[config.mk]
export PLATFORM = sky130hd
export DESIGN_NAME = tiny_alu_flat
export DESIGN_NICKNAME = d
export VERILOG_FILES = /design/src/rtl/tiny_alu_pkg.sv /design/src/rtl/tiny_alu_if.sv /design/src/rtl/tiny_alu_mult.sv /design/src/rtl/tiny_alu.sv /design/src/flat_wrapper.sv
export SDC_FILE = /design/constraint.sdc
export NUM_CORES = 1
export LEC_CHECK = 0
export ABC_AREA = 1
export BUFFER_PORTS_ARGS = -buffer_cell sky130_fd_sc_hd__buf_4
export CELL_PAD_IN_SITES_DETAIL_PLACEMENT = 0
export CELL_PAD_IN_SITES_GLOBAL_PLACEMENT = 1
export CORE_MARGIN = 2
export CORE_UTILIZATION = 42
export CTS_BUF_LIST = sky130_fd_sc_hd__clkbuf_16
export DETAILED_ROUTE_END_ITERATION = 6
export PLACE_DENSITY_LB_ADDON = 0.1
export SYNTH_ARGS = -nofsm -noshare
export SYNTH_HDL_FRONTEND = slang
export SYNTH_SLANG_ARGS = --single-unit
[constraint.sdc]
create_clock -name clk -period 3.3 [get_ports clk]
set_clock_uncertainty 0.2 [all_clocks]
set_input_delay 0.495 -clock clk [delete_from_list [all_inputs] [get_ports clk]]
set_output_delay 0.495 -clock clk [all_outputs]
set_load 0.01 [all_outputs]
[src/rtl/tiny_alu_pkg.sv]
// Shared types and widths for the tiny_alu block: opcodes, control states
// and the operand/result widths used by the top and the multiplier.
package tiny_alu_pkg;

  localparam int OPND_W = 8;
  localparam int RES_W  = 16;

  typedef enum logic [2:0] {
    NO_OP = 3'd0,
    ADD   = 3'd1,
    AND   = 3'd2,
    XOR   = 3'd3,
    MUL   = 3'd4
  } op_e;

  typedef enum logic [1:0] {
    IDLE = 2'd0,
    MUL1 = 2'd1,
    MUL2 = 2'd2,
    MUL3 = 2'd3
  } state_e;

  // 9-bit sum with the carry kept in bit 8, zero-extended to the result width.
  function automatic logic [RES_W-1:0] add_ext(input logic [OPND_W-1:0] a,
                                               input logic [OPND_W-1:0] b);
    logic [OPND_W:0] sum;
    sum = {1'b0, a} + {1'b0, b};
    return {7'b0, sum};
  endfunction

endpackage

[src/rtl/tiny_alu_if.sv]
// Operand/opcode request and result/done response bundle of tiny_alu.
interface tiny_alu_if;

  logic [tiny_alu_pkg::OPND_W-1:0] A;
  logic [tiny_alu_pkg::OPND_W-1:0] B;
  logic [2:0]                      op;
  logic                            start;
  logic                            done;
  logic [tiny_alu_pkg::RES_W-1:0]  result;

  modport master (
    output A, B, op, start,
    input  done, result
  );

  modport slave (
    input  A, B, op, start,
    output done, result
  );

endinterface

[src/rtl/tiny_alu_mult.sv]
// Three-stage registered unsigned 8x8 multiplier with a matching valid pipe.
// Stage 1 latches operands, stage 2 forms two nibble partial products, stage 3 sums.
module tiny_alu_mult
  import tiny_alu_pkg::*;
(
  input  logic              clk,
  input  logic              reset_n,
  input  logic              in_valid,
  input  logic [OPND_W-1:0] a,
  input  logic [OPND_W-1:0] b,
  output logic              out_valid,
  output logic [RES_W-1:0]  product
);

  logic              s1_valid_r;
  logic [OPND_W-1:0] a_r;
  logic [OPND_W-1:0] b_r;
  logic              s2_valid_r;
  logic [11:0]       pp_lo_r;
  logic [11:0]       pp_hi_r;
  logic              s3_valid_r;
  logic [RES_W-1:0]  prod_r;
  logic [11:0]       pp_lo_s;
  logic [11:0]       pp_hi_s;
  logic [RES_W-1:0]  sum_s;

  // Partial products on the low and high nibble of b, recombined with a 4-bit shift.
  always_comb begin
    pp_lo_s = {4'b0, a_r} * {8'b0, b_r[3:0]};
    pp_hi_s = {4'b0, a_r} * {8'b0, b_r[7:4]};
    sum_s   = {4'b0, pp_lo_r} + {pp_hi_r, 4'b0};
  end

  // Pipeline registers; reset clears valids so an aborted product never emerges.
  always_ff @(posedge clk or negedge reset_n) begin
    if (!reset_n) begin
      s1_valid_r <= 1'b0;
      a_r        <= 8'h00;
      b_r        <= 8'h00;
      s2_valid_r <= 1'b0;
      pp_lo_r    <= 12'h000;
      pp_hi_r    <= 12'h000;
      s3_valid_r <= 1'b0;
      prod_r     <= 16'h0000;
    end else begin
      s1_valid_r <= in_valid;
      if (in_valid) begin
        a_r <= a;
        b_r <= b;
      end else begin
        a_r <= a_r;
        b_r <= b_r;
      end
      s2_valid_r <= s1_valid_r;
      pp_lo_r    <= pp_lo_s;
      pp_hi_r    <= pp_hi_s;
      s3_valid_r <= s2_valid_r;
      prod_r     <= sum_s;
    end
  end

  assign out_valid = s3_valid_r;
  assign product   = prod_r;

endmodule

[src/rtl/tiny_alu.sv]
// 8-bit ALU with start/done handshake: add/and/xor finish in one cycle,
// multiply runs through the three-stage multiplier while the FSM is busy.
module tiny_alu
  import tiny_alu_pkg::*;
(
  input  logic       clk,
  input  logic       reset_n,
  tiny_alu_if.slave  bus
);

  state_e           state_r;
  logic [RES_W-1:0] result_r;
  logic             done_r;

  logic             accept_s;
  logic             alu_hit_s;
  logic             mul_go_s;
  logic [RES_W-1:0] alu_res_s;
  logic             mul_valid_s;
  logic [RES_W-1:0] mul_prod_s;

  // Decode an accepted request; no_op and reserved codes are taken but do nothing.
  always_comb begin
    accept_s  = 1'b0;
    alu_hit_s = 1'b0;
    mul_go_s  = 1'b0;
    alu_res_s = 16'h0000;
    if (bus.start && (state_r == IDLE)) begin
      accept_s = 1'b1;
      case (bus.op)
        ADD: begin
          alu_hit_s = 1'b1;
          alu_res_s = add_ext(bus.A, bus.B);
        end
        AND: begin
          alu_hit_s = 1'b1;
          alu_res_s = {8'h00, bus.A & bus.B};
        end
        XOR: begin
          alu_hit_s = 1'b1;
          alu_res_s = {8'h00, bus.A ^ bus.B};
        end
        MUL: begin
          mul_go_s = 1'b1;
        end
        NO_OP: begin
          alu_hit_s = 1'b0;
        end
        default: begin
          alu_hit_s = 1'b0;
        end
      endcase
    end else begin
      accept_s = 1'b0;
    end
  end

  tiny_alu_mult u_mult (
    .clk       (clk),
    .reset_n   (reset_n),
    .in_valid  (mul_go_s),
    .a         (bus.A),
    .b         (bus.B),
    .out_valid (mul_valid_s),
    .product   (mul_prod_s)
  );

  // Control FSM with registered result and done strobe.
  always_ff @(posedge clk or negedge reset_n) begin
    if (!reset_n) begin
      state_r  <= IDLE;
      result_r <= 16'h0000;
      done_r   <= 1'b0;
    end else begin
      case (state_r)
        IDLE: begin
          done_r <= alu_hit_s;
          if (alu_hit_s) begin
            result_r <= alu_res_s;
          end else begin
            result_r <= result_r;
          end
          if (accept_s && mul_go_s) begin
            state_r <= MUL1;
          end else begin
            state_r <= IDLE;
          end
        end
        MUL1: begin
          done_r  <= 1'b0;
          state_r <= MUL2;
        end
        MUL2: begin
          done_r  <= 1'b0;
          state_r <= MUL3;
        end
        MUL3: begin
          // The multiplier's valid lines up with this state by construction.
          done_r  <= mul_valid_s;
          state_r <= IDLE;
          if (mul_valid_s) begin
            result_r <= mul_prod_s;
          end else begin
            result_r <= result_r;
          end
        end
        default: begin
          done_r  <= 1'b0;
          state_r <= IDLE;
        end
      endcase
    end
  end

  assign bus.done   = done_r;
  assign bus.result = result_r;

endmodule

[src/flat_wrapper.sv]
// flat-port wrapper written by rule: the top's interface ports become plain ports
module tiny_alu_flat import tiny_alu_pkg::*;
  (clk, reset_n, bus_A, bus_B, bus_op, bus_start, bus_done, bus_result);
  tiny_alu_if bus_i ();
  input  logic clk;
  input  logic reset_n;
  input wire logic [$bits(bus_i.A)-1:0] bus_A;
  input wire logic [$bits(bus_i.B)-1:0] bus_B;
  input wire logic [$bits(bus_i.op)-1:0] bus_op;
  input wire logic [$bits(bus_i.start)-1:0] bus_start;
  output wire logic [$bits(bus_i.done)-1:0] bus_done;
  output wire logic [$bits(bus_i.result)-1:0] bus_result;
  assign bus_i.A = bus_A;
  assign bus_i.B = bus_B;
  assign bus_i.op = bus_op;
  assign bus_i.start = bus_start;
  assign bus_done = bus_i.done;
  assign bus_result = bus_i.result;
  tiny_alu u_core (.clk(clk), .reset_n(reset_n), .bus(bus_i));
endmodule
# After elaboration in Yosys (flattened, before gate mapping)
# Cells that the tools add are included.
dict set report totals {
  elab_cells 46
  inputBits 22
  register_bits 78
  out_inout_bits 17
}
dict set report classes {
  bitwise 2
  n_reduce_logical 7
  multipliers 2
  addsub 2
  n_eq_ne 9
  muxes 13
}
# operator count
set ops {}
lappend ops {{2-to-1 mux 16 bit} 3}
lappend ops {{case mux 16 bit (2 select lines)} 1}
lappend ops {{case mux 9 bit (3 select lines)} 1}
lappend ops {{multiplier 8 x 4 -> 12 bit} 2}
lappend ops {{adder 12 x 16 -> 16 bit} 1}
lappend ops {{adder 8 x 8 -> 9 bit} 1}
lappend ops {{AND 8 bit} 1}
lappend ops {{case mux 2 bit (4 select lines)} 1}
lappend ops {{bitwise XOR 8 bit} 1}
lappend ops {{equality test 3 x 2 -> 1 bit (second input constant)} 2}
lappend ops {{2-to-1 mux 1 bit} 6}
lappend ops {{equality test 2 bit (second input constant)} 2}
lappend ops {{equality test 3 x 1 -> 1 bit (second input constant)} 1}
lappend ops {{equality test 3 bit (second input constant)} 1}
lappend ops {{case mux 1 bit (3 select lines)} 1}
lappend ops {{AND reduction 3 bit} 1}
lappend ops {{OR reduction 3 bit} 1}
lappend ops {{equality test 2 x 1 -> 1 bit (second input constant)} 1}
lappend ops {{logical AND 1 bit} 2}
lappend ops {{logical NOT 2 bit} 1}
lappend ops {{inequality test 2 x 1 -> 1 bit (second input constant)} 1}
lappend ops {{inequality test 2 bit (second input constant)} 1}
lappend ops {{nonzero test 2 bit} 1}
lappend ops {{OR reduction 2 bit} 1}

# Longest topological paths before layout
dict set report depth {
  ltp_word 6
  depth_mapped 14
  ltp_nobuf 13
}

# By module
# Synthesis repeated with hierarchy kept, for this count alone.
dict set report unflattened {
  hier_cells 720
  area_unflattened_um2 5701.7
}
# module n_inst seq_area_each_um2 cells_per_inst area_each_um2
set by_module_without_submodules {}
lappend by_module_without_submodules {tiny_alu_mult 1 1476.4 531 4314.1}
lappend by_module_without_submodules {tiny_alu 1 475.5 189 1387.6}

# Least setup slack after synthesis
# OpenSTA, ideal clock, no wires.
dict set report synth_path {
  kind {register to register}
  startpoint {reg u_core.u_mult.b_r[7]}
  endpoint {reg u_core.u_mult.pp_hi_r[8]}
  path_buffers 1
  setup_slack_ns 0.019
  arrival_time_ns 3.002
  required_ns 3.021
  path_stages_with_launch 12
  setup_time_ns 0.079
  cell_sequence {dfrtp_1 -> clkbuf_1 -> nand2_1 -> fa_1 -> inv_1 -> fa_1 -> inv_1 -> fa_1 -> o21ai_0 -> a21oi_1 -> o21ai_0 -> xor2_1}
}
dict set report synth_between {
  elab_chain_cells 1
}
# item line
set synth_lines {}
lappend synth_lines {{start, declared} tiny_alu_mult.sv:17} ;# logic [OPND_W-1:0] b_r;
lappend synth_lines {{start signal, assigned} tiny_alu_mult.sv:52} ;# b_r <= b_r;
lappend synth_lines {{multiplier 8 x 4 -> 12 bit} tiny_alu_mult.sv:30} ;# pp_hi_s = {4'b0, a_r} * {8'b0, b_r[7:4]};
lappend synth_lines {{net u_core.u_mult.pp_hi_s[8]} tiny_alu_mult.sv:24} ;# logic [11:0] pp_hi_s;
lappend synth_lines {{end signal, assigned} tiny_alu_mult.sv:56} ;# pp_hi_r <= pp_hi_s;
lappend synth_lines {{end, declared} tiny_alu_mult.sv:20} ;# logic [11:0] pp_hi_r;
# The timed path passes the listed nets, and every way through them passes these cells.
# A chain may end at the register's enable or synchronous reset.

# Final worst setup path
dict set report layout_path {
  startpoint {reg u_core.u_mult.a_r[2]}
  endpoint {reg u_core.u_mult.pp_lo_r[8]}
}
dict set report layout_between {
  elab_chain_cells 1
}
# item line
set layout_lines {}
lappend layout_lines {{start, declared} tiny_alu_mult.sv:16} ;# logic [OPND_W-1:0] a_r;
lappend layout_lines {{start signal, assigned} tiny_alu_mult.sv:51} ;# a_r <= a_r;
lappend layout_lines {{multiplier 8 x 4 -> 12 bit} tiny_alu_mult.sv:29} ;# pp_lo_s = {4'b0, a_r} * {8'b0, b_r[3:0]};
lappend layout_lines {{net u_core.u_mult.pp_lo_s[8]} tiny_alu_mult.sv:23} ;# logic [11:0] pp_lo_s;
lappend layout_lines {{end signal, assigned} tiny_alu_mult.sv:55} ;# pp_lo_r <= pp_lo_s;
lappend layout_lines {{end, declared} tiny_alu_mult.sv:19} ;# logic [11:0] pp_lo_r;
# The timed path passes the listed nets, and every way through them passes these cells.

==> reports/results.ini <==
[detailed_routing]
postRouteAntennaNets = 0
wl_per_cell_um = 13.9
wl_mm = 12.6
vias_per_cell = 4.82
vias = 4370
drc = 0
firstDrtPassIters = 6
drt_iter0_drc = 258

[global_routing]
met3_usage = 0.0321
busiest_layer = met2
antenna_found_initial = 0
met2_usage = 0.311
grt_first_pass_wirelength_mm = 21.5
use_met1 = 0.245
grt_max_degree = 79
grt_overflow = 0
track_usage = 0.191
grt_pass1_vias = 4562

[yosys]
synth_edf_count = 0
yosys.area.top_type = dfrtp_1
async_flop_share = 1.00
syn_area_per_cell_um2 = 8.15
synth.area.top_cells = dfrtp_1, nand2_1, ha_1
synth_nets = 780
synthTopCellsByCount = nand2_1, inv_1, dfrtp_1
synth-seq-area-share = 0.352
synth_top_area_share = 0.352
synth.most_common_cell = nand2_1
synth-seq-cells = 78
syn_area_mm2 = 0.00554
synth_ff_type = dfrtp_1
syn_inst = 680
yosysWarnings = 0
synth.distinct_cells = 37

[timing]
period_share = 0.960
slew_violations = 0
timing.fmax_mhz = 316
relSlewSlack = 0.356
min_period_ps = 3170
hold_viol_final = 0
setup-violations-final = 0
worst_slew_pin_slew_ps = 966

[clocking]
cts_root_buffer = clkbuf_16
clock_path_buffers = 2
htreeDepth = 3
clk_latency_ps = 330
path_clk_slew_ps = 60
cts.sinks = 78
numCtsBuffers = 9
cts_hold_buffers = 0
cts_tree = done

[place]
place_congestion = 0.866
dp_hpwl_mm = 9.95
numPortBuffers = 38
dpl_cell_area_mm2 = 0.00606

[worst_setup_path]
cp_common_cell = fa_1
required_ps = 3360
cp_top_family = adder cells
ff2ff_setup_slack_ps = 130
cpMaxStageDelayCell = fa_1
ff2ff_path_depth = 11
worst_r2r_startpoint = u_core.u_mult.a_r[2]$_DFFE_PN0P_
slowest_delay_ps = 560
worstSetupPathType = reg -> reg
cp-start-kind = flop
cp.arrival_ps = 3220
worst-path-buf-inv = 3
cp_max_fo = 4
rr_endpoint = u_core.u_mult.pp_lo_r[8]$_DFF_PN0_
crit_chain = buf_2 -> nand2_1 -> fa_1 -> inv_1 -> fa_1 -> inv_1 -> fa_1 -> o21ai_2 -> a21oi_1 -> o21ai_1 -> xor2_1
endpoint_kind = flop

[floorplanning]
dieArea_mm2 = 0.0141
die_w_um = 119
ios = 39
start_util = 0.434
std_cell_rows = 41
core_mm2 = 0.0128
die_h_um = 119

[power]
max-vdd-ir-drop_v = 0.000401
p_leak_uw = 0.00374
p_per_area_mw_per_mm2 = 852

[layout]
finalNetCount = 830
syn_to_final_growth_pct = 17.4
utilization = 0.509
fin_area_mm2 = 0.00650
drive_gt1_frac = 0.159
n_antenna_cell = 0

[min_path]
worstHoldPathType = in -> async

[flow_run]
max-cap-violations = 0

[run_status]
outcome = completed

-- sequential cells by signal, indices dropped and copies added (netlist names) --
signal                    count
u_core.u_mult.pp_hi_r        12
u_core.u_mult.s1_valid_r      1
u_core.u_mult.pp_lo_r        12
u_core.u_mult.product        16
u_core.u_mult.s2_valid_r      1
u_core.u_mult.out_valid       1
u_core.bus.done               1
u_core.u_mult.b_r             8
u_core.u_mult.a_r             8
u_core.state_r                2
u_core.bus.result            16
-- layout by cell type (no fill, tap or decap), drive strengths merged, types with 2 or more instances in the layout --
cell type  instances
inv              133
a221oi             2
clkinv             3
nand3             25
nand4              7
nand2            201
a21o               3
a22oi              6
buf               59
dfrtp             78
o211ai             2
clkbuf             9
o21ai             22
xor2              15
fa                26
a21oi             39
xnor2              9
nor3               3
nor2              32
ha                52
-- worst max path at each step --
stage | start | endpoint | slack, ps | cells past startpoint
3_3_place_gp | u_core.u_mult.a_r[2]$_DFFE_PN0P_ | u_core.u_mult.pp_lo_r[8]$_DFF_PN0_ | 50 | 10
2_1_floorplan | u_core.u_mult.b_r[7]$_DFFE_PN0P_ | u_core.u_mult.pp_hi_r[8]$_DFF_PN0_ | 20 | 11
6_report | u_core.u_mult.a_r[2]$_DFFE_PN0P_ | u_core.u_mult.pp_lo_r[8]$_DFF_PN0_ | 130 | 11
4_1_cts | u_core.u_mult.a_r[2]$_DFFE_PN0P_ | u_core.u_mult.pp_lo_r[9]$_DFF_PN0_ | 20 | 13
5_1_grt | u_core.u_mult.a_r[2]$_DFFE_PN0P_ | u_core.u_mult.pp_lo_r[8]$_DFF_PN0_ | -10 | 11
3_5_place_dp | u_core.u_mult.a_r[2]$_DFFE_PN0P_ | u_core.u_mult.pp_hi_r[8]$_DFF_PN0_ | -70 | 10
-- report_power, final --
part | total (µW) | internal [µW] | switching, µW
logic | 2850 | 1200 | 1650
clock network | 1000 | 596 | 405
registers | 1690 | 1340 | 345
-- logic make-up (layout without fill, tap and decap cells) --
logic type	Yosys count	count (layout)	synth area share
AO/OA/AOI/OAI	79	79	0.0867
XOR/XNOR	24	24	0.0380
adder cells (fa/ha/maj)	78	78	0.211
buffers and inverters	151	206	0.108
flip-flops	78	78	0.352
AND/OR/NAND/NOR	270	270	0.204
-- metrics by stage --
step | hold WS, ps | std cells | power (µW) | setup WS, ps | TNS, ps
floorplan | -0.591 | 680 | 3500 | 18.8 | 0
global placement | 136 | 887 | 4340 | 48.5 | 0
detailed placement | 137 | 887 | 4380 | -68.1 | -90.0
CTS | 151 | 903 | 5420 | 22.8 | 0
global route | 157 | 907 | 6130 | -11.4 | -11.4
finish | 93.0 | 907 | 5540 | 134 | 0
-- metal layers --
| layer | vias to the layer above | part of all wire |
|---|---|---|
| li1 | 2206 | - |
| met1 | 2059 | 0.46 |
| met2 | 74 | 0.47 |
| met3 | 31 | 0.031 |
| met4 | 0 | 0.038 |
| met5 | - | 0 |
-- area by class of cell --
cell class,count,area (µm²)
Clock buffer,9,225
Multi-Input combinational cell,451,3070
Timing Repair Buffer,59,453
Inverter,131,495
Sequential cell,78,1960
Tap cell,172,215
Fill cell,1217,6270
Clock inverter,7,80.1
-- what timing repair did --
item                                    in CTS  in global routing
gates resized for setup                      3                 28
pin swaps                                    0                  7
buffers inserted                             0                  4
endpoints found under the setup margin       3                 11
Power figures use the tool's default switching activity.
